<file path="src/rtl/fifo_pkg.sv">
// Shared constants and helpers for the asynchronous FIFO pointer controllers.
// Latency: n/a (package only).
// Backpressure: n/a (package only).
package fifo_pkg;

    localparam int DEF_ADDRSIZE    = 4;
    localparam int DEF_SYNC_STAGES = 2;
    localparam int DEF_AE_THRESH   = 1;

    // Widest pointer gray2bin can convert; callers zero-extend into this.
    localparam int GRAY_MAXW = 32;

    // Gray-to-binary for a code of 'width' bits held in the low bits of g.
    // Binary bit i is the XOR of all Gray bits at positions >= i, so bits
    // above 'width' are masked off first to keep the conversion exact.
    function automatic logic [GRAY_MAXW-1:0] gray2bin(
        input logic [GRAY_MAXW-1:0] g,
        input int                   width
    );
        logic [GRAY_MAXW-1:0] gm;
        logic [GRAY_MAXW-1:0] b;
        gm = g;
        b  = '0;
        for (int i = 0; i < GRAY_MAXW; i++) begin
            if (i >= width) begin
                gm[i] = 1'b0;
            end
        end
        for (int i = 0; i < GRAY_MAXW; i++) begin
            b[i] = ^(gm >> i);
        end
        return b;
    endfunction

endpackage

</file>
<file path="src/rtl/sync_nff.sv">
// Multi-flop synchronizer bringing a Gray-coded bus into the local clock domain.
// Latency: STAGES cycles from i_d to o_q, no logic between stages.
// Backpressure: none; samples every cycle.
//
// Ports: i_clk clock, i_rst synchronous active-high reset (clears all stages),
//        i_d foreign-domain input, o_q synchronized output.
module sync_nff #(
    parameter int WIDTH  = 1,
    parameter int STAGES = 2
) (
    input  logic             i_clk,
    input  logic             i_rst,
    input  logic [WIDTH-1:0] i_d,
    output logic [WIDTH-1:0] o_q
);

    logic [WIDTH-1:0] r_stage [STAGES];

    always_ff @(posedge i_clk) begin
        if (i_rst) begin
            for (int i = 0; i < STAGES; i++) begin
                r_stage[i] <= '0;
            end
        end else begin
            r_stage[0] <= i_d;
            for (int i = 1; i < STAGES; i++) begin
                r_stage[i] <= r_stage[i-1];
            end
        end
    end

    assign o_q = r_stage[STAGES-1];

endmodule

</file>
<file path="src/rtl/rd_ptr_ctrl.sv">
// Read-side pointer, empty/almost-empty flag and occupancy logic of an async FIFO.
// Latency: rd_wptr change seen on flags/count at edge SYNC_STAGES+1; reads take effect next edge.
// Backpressure: reads accepted one per cycle while rempty=0; rinc while empty is ignored.
//
// Ports: rclk clock; rrst synchronous active-high reset; rinc read request;
//        rd_wptr Gray write pointer (unsynchronized); raddr binary memory address;
//        rptr Gray read pointer to write domain; rempty / ralmost_empty flags;
//        rcount words available; runderflow sticky flag (only with RD_UNDERFLOW_EN).
// Build option: define RD_UNDERFLOW_EN to add the runderflow port and logic.
module rd_ptr_ctrl
    import fifo_pkg::*;
#(
    parameter int ADDRSIZE    = DEF_ADDRSIZE,
    parameter int SYNC_STAGES = DEF_SYNC_STAGES,
    parameter int AE_THRESH   = DEF_AE_THRESH
) (
    input  logic                rclk,
    input  logic                rrst,
    input  logic                rinc,
    input  logic [ADDRSIZE:0]   rd_wptr,
    output logic [ADDRSIZE-1:0] raddr,
    output logic [ADDRSIZE:0]   rptr,
    output logic                rempty,
    output logic                ralmost_empty,
    output logic [ADDRSIZE:0]   rcount
`ifdef RD_UNDERFLOW_EN
    ,
    output logic                runderflow
`endif
);

    localparam int              PW    = ADDRSIZE + 1;
    localparam logic [ADDRSIZE:0] LP_AE = PW'(AE_THRESH);

    logic [ADDRSIZE:0] w_wptr_sync;
    logic [ADDRSIZE:0] w_wbin_sync;
    logic              w_rd_en;
    logic [ADDRSIZE:0] w_rbinnext;
    logic [ADDRSIZE:0] w_rgraynext;
    logic [ADDRSIZE:0] w_diff;
    logic [ADDRSIZE:0] r_bin;

    sync_nff #(
        .WIDTH  (PW),
        .STAGES (SYNC_STAGES)
    ) u_wptr_sync (
        .i_clk (rclk),
        .i_rst (rrst),
        .i_d   (rd_wptr),
        .o_q   (w_wptr_sync)
    );

    assign w_wbin_sync = PW'(gray2bin(GRAY_MAXW'(w_wptr_sync), PW));

    // A read while empty is dropped here, so the pointer never passes the writer.
    assign w_rd_en     = rinc & ~rempty;
    assign w_rbinnext  = r_bin + PW'(w_rd_en);
    assign w_rgraynext = (w_rbinnext >> 1) ^ w_rbinnext;

    // Modular difference: the extra wrap bit keeps full (2**ADDRSIZE) distinct from empty.
    assign w_diff      = w_wbin_sync - w_rbinnext;

    always_ff @(posedge rclk) begin
        if (rrst) begin
            r_bin         <= '0;
            raddr         <= '0;
            rptr          <= '0;
            rempty        <= 1'b1;
            ralmost_empty <= 1'b1;
            rcount        <= '0;
        end else begin
            r_bin         <= w_rbinnext;
            raddr         <= w_rbinnext[ADDRSIZE-1:0];
            rptr          <= w_rgraynext;
            // Flags look at the post-read pointer so the last read clears nothing late.
            rempty        <= (w_rgraynext == w_wptr_sync);
            ralmost_empty <= (w_diff <= LP_AE);
            rcount        <= w_diff;
        end
    end

`ifdef RD_UNDERFLOW_EN
    always_ff @(posedge rclk) begin
        if (rrst) begin
            runderflow <= 1'b0;
        end else if (rinc && rempty) begin
            runderflow <= 1'b1;
        end
    end
`endif

endmodule

</file>
<file path="config.mk">
export PLATFORM = sky130hd
export DESIGN_NAME = rd_ptr_ctrl
export DESIGN_NICKNAME = d
export VERILOG_FILES = /design/src/rtl/fifo_pkg.sv /design/src/rtl/sync_nff.sv /design/src/rtl/rd_ptr_ctrl.sv
export SDC_FILE = /design/constraint.sdc
export NUM_CORES = 1
export LEC_CHECK = 0
export ABC_AREA = 1
export CAP_MARGIN = 0
export CORE_ASPECT_RATIO = 1.75
export CORE_UTILIZATION = 42
export DETAILED_ROUTE_END_ITERATION = 8
export PLACE_DENSITY = 0.67
export SLEW_MARGIN = 20
export SYNTH_ARGS = -nofsm -noshare
export SYNTH_HDL_FRONTEND = slang
export SYNTH_SLANG_ARGS = --single-unit
</file>
<file path="constraint.sdc">
create_clock -name rclk -period 4.62 [get_ports rclk]
set_input_delay 0.462 -clock rclk [delete_from_list [all_inputs] [get_ports rclk]]
set_output_delay 0.462 -clock rclk [all_outputs]
set_load 0.1 [all_outputs]
</file>
# [Word-level counts from Yosys, hierarchy flattened]
# Memories as Yosys holds them, arrays and structs flattened.
# Cells that the tools add are included.
[totals] regBits=21 ramBits=10 in_bits=8 output_inout_bits=16 word_cells=26 mem_count=1
[memory_table] name="u_wptr_sync.r_stage" words=2 word_bits=5 rd=2 rd_clocked_by_memory_dff=0 write_ports=2 line_no="sync_nff.sv:17" rtl="logic [WIDTH-1:0] r_stage [STAGES];"
[op_classes] add_sub_neg=2 n_lt_le_gt_ge=1 eq_ne=1 n_mux=5 bitwise_logic=5 reduce_logical=5
[op_table] operator="$reduce_xor A32 Y1" n=5
[op_table] operator="$mux W5" n=2
[op_table] operator="$add A5 B1 Y5" n=1
[op_table] operator="$eq A5 B5 Y1" n=1
[op_table] operator="$le A5 B1 Y1 const B" n=1
[op_table] operator="$sub A5 B5 Y5" n=1
[op_table] operator="$xor A4 B5 Y5" n=1
[op_table] operator="$mux W1" n=3
[op_table] operator="$or A1 B1 Y1" n=2
[op_table] operator="$and A1 B1 Y1" n=1
[op_table] operator="$not A1 Y1" n=1

# [Logic depth before layout (Yosys ltp)]
# Gate-level depths: netlist of the first run.
[logic_depth] ltp_word=5 depth_mapped=17 mapped_depth_nobuf=17

# [Cells and area by module]
# A second synthesis of the first run with hierarchy kept.
[unflattened] cells_unflattened=161 area_unflattened_um2=1226.2
[by_module_without_submodules] mod="rd_ptr_ctrl" instances=1 cells_each=125 area_per_inst_um2=902.1 seq_area_each_um2=320.3
[by_module_without_submodules] mod="sync_nff" instances=1 cells_each=36 area_per_inst_um2=324.1 seq_area_each_um2=200.2

# [Worst setup path before layout of the first run]
# Ideal clock, no wire load.
[synth_timing] path_type="register to register" start="reg rempty" end="reg ralmost_empty" setup_time_ns=0.109 arrival_ns=2.547 t_required_ns=4.511 slack_ns=1.964 stages_incl_launch_ff=11 n_path_buf=0 period_less_slack_ns=2.656 path_cell_list="dfxtp_1 -> nor2_1 -> ha_1 -> ha_1 -> fa_1 -> nor2_1 -> nand3_1 -> nand3_1 -> nand3_1 -> nand2_1 -> inv_1"
[synth_between] elab_chain_len=5
[synth_rtl] item="start: declaration" line_no="rd_ptr_ctrl.sv:23" rtl="output logic rempty,"
[synth_rtl] item="start signal: assignment" line_no="rd_ptr_ctrl.sv:76" rtl="rempty <= (w_rgraynext == w_wptr_sync);"
[synth_rtl] item="$not A1 Y1" line_no="rd_ptr_ctrl.sv:56" rtl="assign w_rd_en = rinc & ~rempty;"
[synth_rtl] item="$and A1 B1 Y1" line_no="rd_ptr_ctrl.sv:56"
[synth_rtl] item="$add A5 B1 Y5" line_no="rd_ptr_ctrl.sv:57" rtl="assign w_rbinnext = r_bin + PW'(w_rd_en);"
[synth_rtl] item="via w_rbinnext[1]" line_no="rd_ptr_ctrl.sv:38" rtl="logic [ADDRSIZE:0] w_rbinnext;"
[synth_rtl] item="$sub A5 B5 Y5" line_no="rd_ptr_ctrl.sv:61" rtl="assign w_diff = w_wbin_sync - w_rbinnext;"
[synth_rtl] item="$le A5 B1 Y1" line_no="rd_ptr_ctrl.sv:77" rtl="ralmost_empty <= (w_diff <= LP_AE);"
[synth_rtl] item="end signal: assignment" line_no="rd_ptr_ctrl.sv:77"
[synth_rtl] item="end: declaration" line_no="rd_ptr_ctrl.sv:24" rtl="output logic ralmost_empty,"
# The timed path passes the listed nets, and every way through them passes these cells.
# A chain may end at the register's enable or synchronous reset.

# [Worst setup path in the final report of the first run]
[layout_timing] start="in rinc" end="reg ralmost_empty"
[layout_between] elab_chain_len=4
[layout_rtl] item="start: declaration" line_no="rd_ptr_ctrl.sv:19" rtl="input logic rinc,"
[layout_rtl] item="$and A1 B1 Y1" line_no="rd_ptr_ctrl.sv:56"
[layout_rtl] item="$add A5 B1 Y5" line_no="rd_ptr_ctrl.sv:57"
[layout_rtl] item="$sub A5 B5 Y5" line_no="rd_ptr_ctrl.sv:61"
[layout_rtl] item="$le A5 B1 Y1" line_no="rd_ptr_ctrl.sv:77"
# Every way passes these cells.

==> impl_metrics.ini, run 1 <==
[drt]
vias = 1007
dr.pass1.iters = 4
postRouteAntennaNets = 0
drt_iter0_markers = 37
route.detailed.drc = 0
wl_per_cell_um = 11.0
via_per_inst = 4.86
postRouteWirelength_mm = 2.27

[sta]
finalHoldViolations = 0
rsz0062_at_grt = no
tightestPinTransition_ns = 0.977
final.period_utilization = 0.534
fin_setup_tns_ns = 0
setup_viol = 0
slew_headroom = 0.347
period_minus_slack_ns = 2.47
fmax_mhz = 405
hold_ws_ns = 0.406
finalClockSkew_ns = 0.00235
maxSlewViolCount = 0

[job]
cap_viol_max_count = 0

[cells_and_area]
syn_to_final_growth_pct = 25.2
drive_above_1_share = 0.0611
multiInputGateArea_um2 = 541
seq_area_um2 = 520
nNetsFinal = 196
diodes = 0
n_fill_cell = 254

[worst_hold_path]
hold_path.class = reg2reg
hold_path_depth = 2

[clock_tree]
cts_setup_buffers = 0
cts.sinks = 26
clock_latency_ns = 0.26
clkSlewWorstSetupHoldPaths_ns = 0.08
cts_max_path_buffers = 2
cts_tree = built
numCtsBuffers = 3
cts_resized = 0
htree_levels = 1
cts_hold_buf = 0
cts-root-buf = clkbuf_8

[die]
num_io_pins = 24
die_w_um = 42.1
initial_core_util = 0.439
floorplan.rows = 25
die_height_um = 72.2
coreArea_um2 = 2690
die_area_um2 = 3040

[synth]
synth-edff-count = 0
yosysSeqAreaShare = 0.441
yosys_warnings = 0
synth-seq-cells = 26
syn_area_um2 = 1180
async_flop_share = 0
synthDistinctLibCells = 17
syn_nets = 170
syn_avg_cell_area_um2 = 7.57
syn_inst = 156
ys.flop_type = dfxtp_1

[placement]
port_buffers = 23
gp_congestion = 0.884
dp_hpwl_mm = 1.75

[setup_path]
critPathCaptureType = register
cp_max_fo = 6
required_ns = 4.79
r2r_cells = 14
cp_data_arrival_time_ns = 2.64
setup.worst_path.start_class = primary input
worst-setup-path-type = in2reg

[grt]
groute.usage.overall = 0.168
overflow = 0
antenna_found_initial = 0
grt_pass1_vias = 1033
grt_max_degree = 23
grt_pass1_wl_mm = 3.94

[power_and_ir_drop]
switching_power_mw = 0.232
leakagePower_nw = 0.728
ir_drop_mv = 0.262
switching_share = 0.392
p_int_mw = 0.360
p_seq_frac = 0.422
powerDensity_nw_per_um2 = 400
comb_power_share = 0.369
clkPwrFrac = 0.209

[outcome]
status = complete, no violations
-- worst max-delay path: stages --
cell,delay [ns]
clkdlybuf4s50_1,0.45
inv_1,0.04
nor2_1,0.09
ha_1,0.20
nand3_2,0.10
xor2_2,0.37
ha_1,0.30
inv_1,0.10
nor2_1,0.06
nor2_1,0.15
nand2_1,0.07
nand2_1,0.06
nand3_1,0.08
nand2_1,0.08
inv_1,0.03
-- kinds of logic after synthesis --
family                     share of synthesized area
xor gates and xnor gates                      0.0943
adders and majority gates                     0.0699
DFF                                            0.441
AOI/OAI and AO/OA                             0.0106
buffers and inverters                          0.102
and+or+nand+nor                                0.283
-- worst paths after layout --
kind,from,endpoint,slack (ns)
max,rinc,ralmost_empty,2.15
min,u_wptr_sync.r_stage[0][1],u_wptr_sync.r_stage[0][6],0.41
min reg2reg,u_wptr_sync.r_stage[0][1],u_wptr_sync.r_stage[0][6],0.41
max reg2reg,u_wptr_sync.r_stage[0][8],ralmost_empty,2.17
-- state kept, by name, summed over array words and instances (netlist names) --
signal / cells
u_wptr_sync.r_stage: 10
r_bin: 5
rcount: 5
rptr: 4
ralmost_empty: 1
rempty: 1
-- synth_stat cells, types with 2 or more instances --
| cell | n | share of area |
|---|---|---|
| clkbuf_1 | 2 | 0.0064 |
| dfxtp_1 | 26 | 0.44 |
| nand3_2 | 3 | 0.025 |
| inv_1 | 28 | 0.089 |
| inv_2 | 2 | 0.0064 |
| xor2_2 | 2 | 0.028 |
| nand2_1 | 35 | 0.11 |
| ha_1 | 5 | 0.053 |
| xnor2_1 | 5 | 0.037 |
| nand3_1 | 12 | 0.051 |
| nor2_1 | 27 | 0.086 |
| xor2_1 | 4 | 0.030 |
-- power by group through the flow --
stage | sequential, mW | combinational [mW] | clock, mW
after global placement | 0.255 | 0.216 | 0
final | 0.250 | 0.219 | 0.124
after floorplan | 0.365 | 0.0612 | 0
after detailed placement | 0.255 | 0.219 | 0
after CTS | 0.250 | 0.220 | 0.129
after global routing | 0.252 | 0.232 | 0.137
-- layout by cell type, fill, tap and decap left out, drive strengths merged --
cell,Yosys,layout
a21oi,1,1
inv,30,30
clkbuf,2,3
xnor2,5,5
fa,1,1
o21bai,1,1
nor2,27,27
xor2,6,6
nand2,36,36
nand3,15,15
ha,5,5
dfxtp,26,26
clkdlybuf4s50,0,23
nor3,1,1
-- routing by layer --
metal  wire [µm]  part of all wire  up-vias  GRT usage
met3          72             0.032        8     0.0249
met2        1270              0.56       31      0.328
met5           0                 0        -          0
met4          81             0.036        0      0.139
li1            -                 -      509          -
met1         843              0.37      459      0.141
-- layout make-up --
class                      instances  area share
multi-input combinational         98       0.365
sequential                        26       0.352
clock buffer                       3      0.0279
inverter                          30      0.0761
timing repair buffer              23       0.156
tap                               27      0.0228
-- metrics by stage --
step           instances   util  setup WS (ns)  total power [mW]  area (µm²)
2_1_floorplan        156      -           1.96             0.426        1180
3_3_place_gp         204  0.534           1.96             0.471        1440
3_5_place_dp         204  0.534           1.91             0.475        1440
4_1_cts              207  0.550           2.18             0.599        1480
5_1_grt              207  0.550           1.90             0.622        1480
6_report             207  0.550           2.15             0.592        1480
Note: power is estimated with default switching activity, not from simulation.
==> inputs of run 2 (changes only) <==
- clock period: 4.62 -> 2.38 ns (I/O delays scaled with it)
==> run 2 against run 1 <==
Effect of this change: core utilization up 1.3 points; global-route usage down 0.60 points; routed wire length down 3.0%; critical path depth unchanged; worst setup slack worse by 2.0 ns; hold slack worse by 0.0092 ns.
==> impl_metrics.ini, run 2 (synthesis gave the netlist of run 1 again) <==
[sta]
fin_ws_ns = 0.141
rsz0062_at_grt = no
period_minus_slack_ns = 2.24
maxSlewViolCount = 0
fmax_mhz = 447
tightestPinTransition_ns = 0.280
final.period_utilization = 0.941
finalHoldViolations = 0
finalClockSkew_ns = 0.00428
hold_ws_ns = 0.397
slew_headroom = 0.813
setup_viol = 0

[grt]
groute.usage.overall = 0.162
grt_pass1_wl_mm = 3.78
grt_pass1_vias = 974
antenna_found_initial = 0
grt_max_degree = 23
overflow = 0

[cells_and_area]
largest_register_ffs = 10
syn_to_final_growth_pct = 28.2
instances_no_fill = 214
n_fill_cell = 254
nNetsFinal = 202
final_core_util = 0.563
layout_common_cells = 34 x nand2_1, 27 x inv_1, 27 x nor2_1
drive_above_1_share = 0.241
diodes = 0
final_common_cell = nand2_1
largestRegisters = u_wptr_sync.r_stage (10), r_bin (5), rcount (5)
max_flop_register = u_wptr_sync.r_stage
fin_area_um2 = 1510

[power_and_ir_drop]
switching_power_mw = 0.457
powerDensity_nw_per_um2 = 786
p_seq_frac = 0.409
p_int_mw = 0.732
ir_drop_mv = 0.484
comb_power_share = 0.355
switching_share = 0.384
leakagePower_nw = 0.792
clkPwrFrac = 0.236

[drt]
vias = 1008
wl_per_cell_um = 10.3
postRouteWirelength_mm = 2.20
via_per_inst = 4.71
postRouteAntennaNets = 0
route.detailed.drc = 0
drt_iter0_markers = 10
dr.pass1.iters = 4

[clock_tree]
htree_levels = 1
cts.sinks = 26
cts_max_path_buffers = 2
cts_tree = built
clkSlewWorstSetupHoldPaths_ns = 0.09
clock_latency_ns = 0.27
cts_hold_buf = 0
cts-root-buf = clkbuf_8
numCtsBuffers = 3

[die]
initial_core_util = 0.439
die_height_um = 72.2
num_io_pins = 24
floorplan.rows = 25
die_area_um2 = 3040
die_w_um = 42.1
coreArea_um2 = 2690

[placement]
post-place-ws_ns = -0.0319
dp_hpwl_mm = 1.62
dp.cells = 209
placed_cell_area_um2 = 1440
gp_congestion = 0.846
port_buffers = 23

[setup_path]
cp_max_fo = 4
critPathCaptureType = register
setup.worst_path.start_class = register
required_ns = 2.56
cp_data_arrival_time_ns = 2.42
worst-setup-path-type = reg2reg

[worst_hold_path]
hold_path.class = reg2reg

[job]
cap_viol_max_count = 0

[outcome]
status = complete, no violations
[run 2: final timing paths]
kind                                                 from                   endpoint  slack [ns]  cells after the start
worst min-delay path            u_wptr_sync.r_stage[0][4]  u_wptr_sync.r_stage[0][9]        0.40                      2
worst min register to register  u_wptr_sync.r_stage[0][4]  u_wptr_sync.r_stage[0][9]        0.40                      2
worst max register to register  u_wptr_sync.r_stage[0][7]              ralmost_empty        0.14                     15
worst max-delay path            u_wptr_sync.r_stage[0][7]              ralmost_empty        0.14                     15
[run 2: routing by layer]
metal | routed length [µm] | up-vias | share of wire | GRT usage
met5 | 0 | - | 0 | 0
met4 | 129 | 0 | 0.059 | 0.125
met3 | 80 | 13 | 0.036 | 0.0299
met2 | 1180 | 29 | 0.53 | 0.304
met1 | 817 | 447 | 0.37 | 0.148
li1 | - | 519 | - | -
[run 2: timing repair]
| action | in CTS | in global routing |
|---|---|---|
| pin swaps | 1 | 1 |
| buffers inserted | 1 | 0 |
| gates resized for setup | 1 | 6 |
| setup endpoints to repair | 2 | 2 |
[run 2: area by class of cell]
class                   instances  area, µm²  area share
repair buffers                 29        235       0.155
multi-input cells              98        548       0.362
well taps                      27       33.8      0.0223
flip-flops and latches         26        529       0.350
inverters                      30        113      0.0744
clock buffers                   4       55.1      0.0364
[run 2: power by group through the flow]
stage	clock, mW	sequential (mW)	combinational (mW)
5_1_grt	0.303	0.489	0.454
3_5_place_dp	0	0.497	0.416
2_1_floorplan	0	0.709	0.119
3_3_place_gp	0	0.496	0.412
4_1_cts	0.291	0.487	0.421
6_report	0.281	0.486	0.423
[run 2: per-stage QoR]
step	setup TNS (ns)	total power, mW
after detailed placement	-0.0319	0.913
after CTS	0	1.20
after global placement	0	0.908
final	0	1.19
after global routing	0	1.25
after floorplan	0	0.828
[run 2: critical path, stage by stage (launching register included)]
cell,delay [ns]
dfxtp_2,0.36
inv_2,0.06
nand2_1,0.08
nand2_1,0.06
nand2_1,0.10
nand2_2,0.08
xor2_2,0.19
xor2_1,0.15
ha_2,0.21
fa_2,0.35
nor2_1,0.11
nand3_1,0.11
nand3_1,0.10
nand3_1,0.09
nand2_1,0.07
inv_1,0.03
==> inputs of run 3 (changes only) <==
- ABC_AREA: 1 -> unset
- PLACE_DENSITY: 0.67 -> 0.68
==> run 3 against run 2 <==
Effect of this change: the run now ends with negative setup slack left; clock power barely moved; hold slack improved by 0.044 ns; sequential share of layout area increased by 0.10 points; total power is 0.55% lower; critical path type unchanged; final cell count is 21% lower.
==> impl_metrics.ini, run 3 <==
[die]
die_w_um = 40.8
coreArea_um2 = 2490
num_io_pins = 24
die_area_um2 = 2850
floorplan.rows = 24
die_height_um = 69.9
initial_core_util = 0.444

[setup_path]
worstPathCellList = xor3_2 > xnor2_2 > xor2_1 > ha_2 > fa_2 > inv_2 > maj3_2 > a21oi_2 > xnor2_2 > a41o_1
cpMaxStageDelayCell = xor3_2
cp_max_fo = 2
setup.worst_path.start_class = register
cp_data_arrival_time_ns = 2.64
timing.critical_path.mode_cell = xnor2_2
slowest_delay_ns = 0.46
required_ns = 2.55
worst-setup-path-type = reg2reg
critPathCaptureType = register

[grt]
grt_max_degree = 24
groute.usage.overall = 0.166
grt_pass1_vias = 836
overflow = 0
antenna_found_initial = 0
grt_pass1_wl_mm = 3.30

[drt]
route.detailed.drc = 0
via_per_inst = 4.93
drt_iter0_markers = 16
dr.pass1.iters = 4
vias = 833
postRouteWirelength_mm = 2.01
wl_per_cell_um = 11.9
postRouteAntennaNets = 0

[placement]
port_buffers = 23
gp_congestion = 0.763
post-place-ws_ns = -0.178
dp_hpwl_mm = 1.48
dp.cells = 164

[outcome]
status = finished with violations
violations = negative setup slack

[cells_and_area]
final_common_cell = buf_4
drive_above_1_share = 0.364
layout_common_cells = 29 x buf_4, 20 x dfxtp_1, 14 x nor2_1
n_fill_cell = 228
largest_register_ffs = 10
final_core_util = 0.610
max_flop_register = u_wptr_sync.r_stage
instances_no_fill = 169
largestRegisters = u_wptr_sync.r_stage (10), r_bin (5), rcount (5)
diodes = 0
syn_to_final_growth_pct = 37.3
nNetsFinal = 158

[synth]
synthDistinctLibCells = 27
synth_top_cell_area_share = 0.470
syn_avg_cell_area_um2 = 10.4
syn_area_um2 = 1110
ys.flop_type = dfxtp_1
syn_inst = 106
synth-edff-count = 0
synthTopCellsByArea = dfxtp_1 47%, xnor2_1 8.7%, nor2b_1 6.8%
yosys.area.top_type = dfxtp_1
yosysMostFrequentCell = dfxtp_1
synth-seq-cells = 26
yosysSeqAreaShare = 0.470
yosys_warnings = 0
syn_nets = 120
async_flop_share = 0
ys_top_cells_by_count = 26 x dfxtp_1, 14 x nor2_1, 12 x nor2b_1

[power_and_ir_drop]
powerDensity_nw_per_um2 = 778
ir_drop_mv = 0.383
leakagePower_nw = 0.666

[sta]
fmax_mhz = 405
maxSlewViolCount = 0
slew_headroom = 0.749
setup_viol = 2
final.period_utilization = 1.04
fin_ws_ns = -0.0890
tightestPinTransition_ns = 0.375
period_minus_slack_ns = 2.47
finalHoldViolations = 0
rsz0062_at_grt = yes
finalClockSkew_ns = 0.00116

[clock_tree]
numCtsBuffers = 3
cts_hold_buf = 0
cts-root-buf = clkbuf_8
cts_max_path_buffers = 2
clkSlewWorstSetupHoldPaths_ns = 0.08
cts_tree = built
clock_latency_ns = 0.27
cts.sinks = 26
htree_levels = 1

[worst_hold_path]
hold_path.class = reg2reg

[job]
cap_viol_max_count = 0
-- run 3: changes by cell type after synthesis, moves of 3 or more --
cell	change
nand2_1	-31
inv_1	-23
nor2_1	-13
xor2_1	+3
nand3_1	-10
nor2b_1	+12
xnor2_1	+6
nand3_2	-3
-- run 3: layer usage --
layer / wire length [µm] / GRT usage / vias up / part of all wire
li1: - / - / 416 / -
met1: 735 / 0.164 / 391 / 0.37
met2: 1160 / 0.292 / 21 / 0.58
met3: 55 / 0.0286 / 5 / 0.027
met4: 55 / 0.0889 / 0 / 0.027
met5: 0 / 0 / - / 0
-- run 3: path summary, 6_finish.rpt --
kind / from / to / slack [ns] / cells past startpoint
max reg2reg: u_wptr_sync.r_stage[0][8] / ralmost_empty / -0.09 / 10
min: u_wptr_sync.r_stage[0][1] / u_wptr_sync.r_stage[0][6] / 0.44 / 1
max: u_wptr_sync.r_stage[0][8] / ralmost_empty / -0.09 / 10
min reg2reg: u_wptr_sync.r_stage[0][1] / u_wptr_sync.r_stage[0][6] / 0.44 / 1
-- run 3: worst max-delay path, delay by kind of cell (launching register included) --
kind	cells	cell delay (ns)
buffers and inverters	1	0.03
AOI/OAI and AO/OA	2	0.37
DFF	1	0.34
xor gates and xnor gates	4	0.91
adders and majority gates	3	0.72
-- run 3: timing repair --
item / 4_1_cts / 5_1_grt
gates resized for setup: 1 / 4
setup buffers: 0 / 1
endpoints found under the setup margin: 2 / 3
pin swaps: 3 / 8
-- run 3: stage by stage --
step | total power, mW | hold WS [ns] | setup TNS, ns | area, µm²
2_1_floorplan | 0.811 | 0.302 | -0.180 | 1160
4_1_cts | 1.18 | 0.445 | -0.0825 | 1500
5_1_grt | 1.24 | 0.454 | -0.322 | 1520
3_5_place_dp | 0.900 | 0.424 | -0.296 | 1440
6_report | 1.18 | 0.441 | -0.109 | 1520
3_3_place_gp | 0.895 | 0.419 | -0.179 | 1440
-- run 3: power by group --
| group | switching (mW) | total [mW] | internal [mW] |
|---|---|---|---|
| clock network | 0.134 | 0.282 | 0.148 |
| logic | 0.282 | 0.419 | 0.138 |
| registers | 0.0120 | 0.482 | 0.470 |
| total | 0.427 | 1.18 | 0.756 |
-- run 3: area by class of cell --
cell class / instances / area [µm²] / share of cell area
timing repair buffer: 36 / 288 / 0.189
multi-input combinational: 72 / 593 / 0.390
tap: 26 / 32.5 / 0.0214
clock buffer: 4 / 55.1 / 0.0362
sequential: 26 / 533 / 0.351
inverter: 5 / 18.8 / 0.0123
-- run 3: kinds of logic after synthesis --
group	share of synthesized area
flip-flops	0.470
multiplexers	0.00904
XOR/XNOR	0.180
AO/OA/AOI/OAI	0.0384
AND/OR/NAND/NOR	0.175
buffers and inverters	0.0339
adder cells (fa/ha/maj)	0.0938
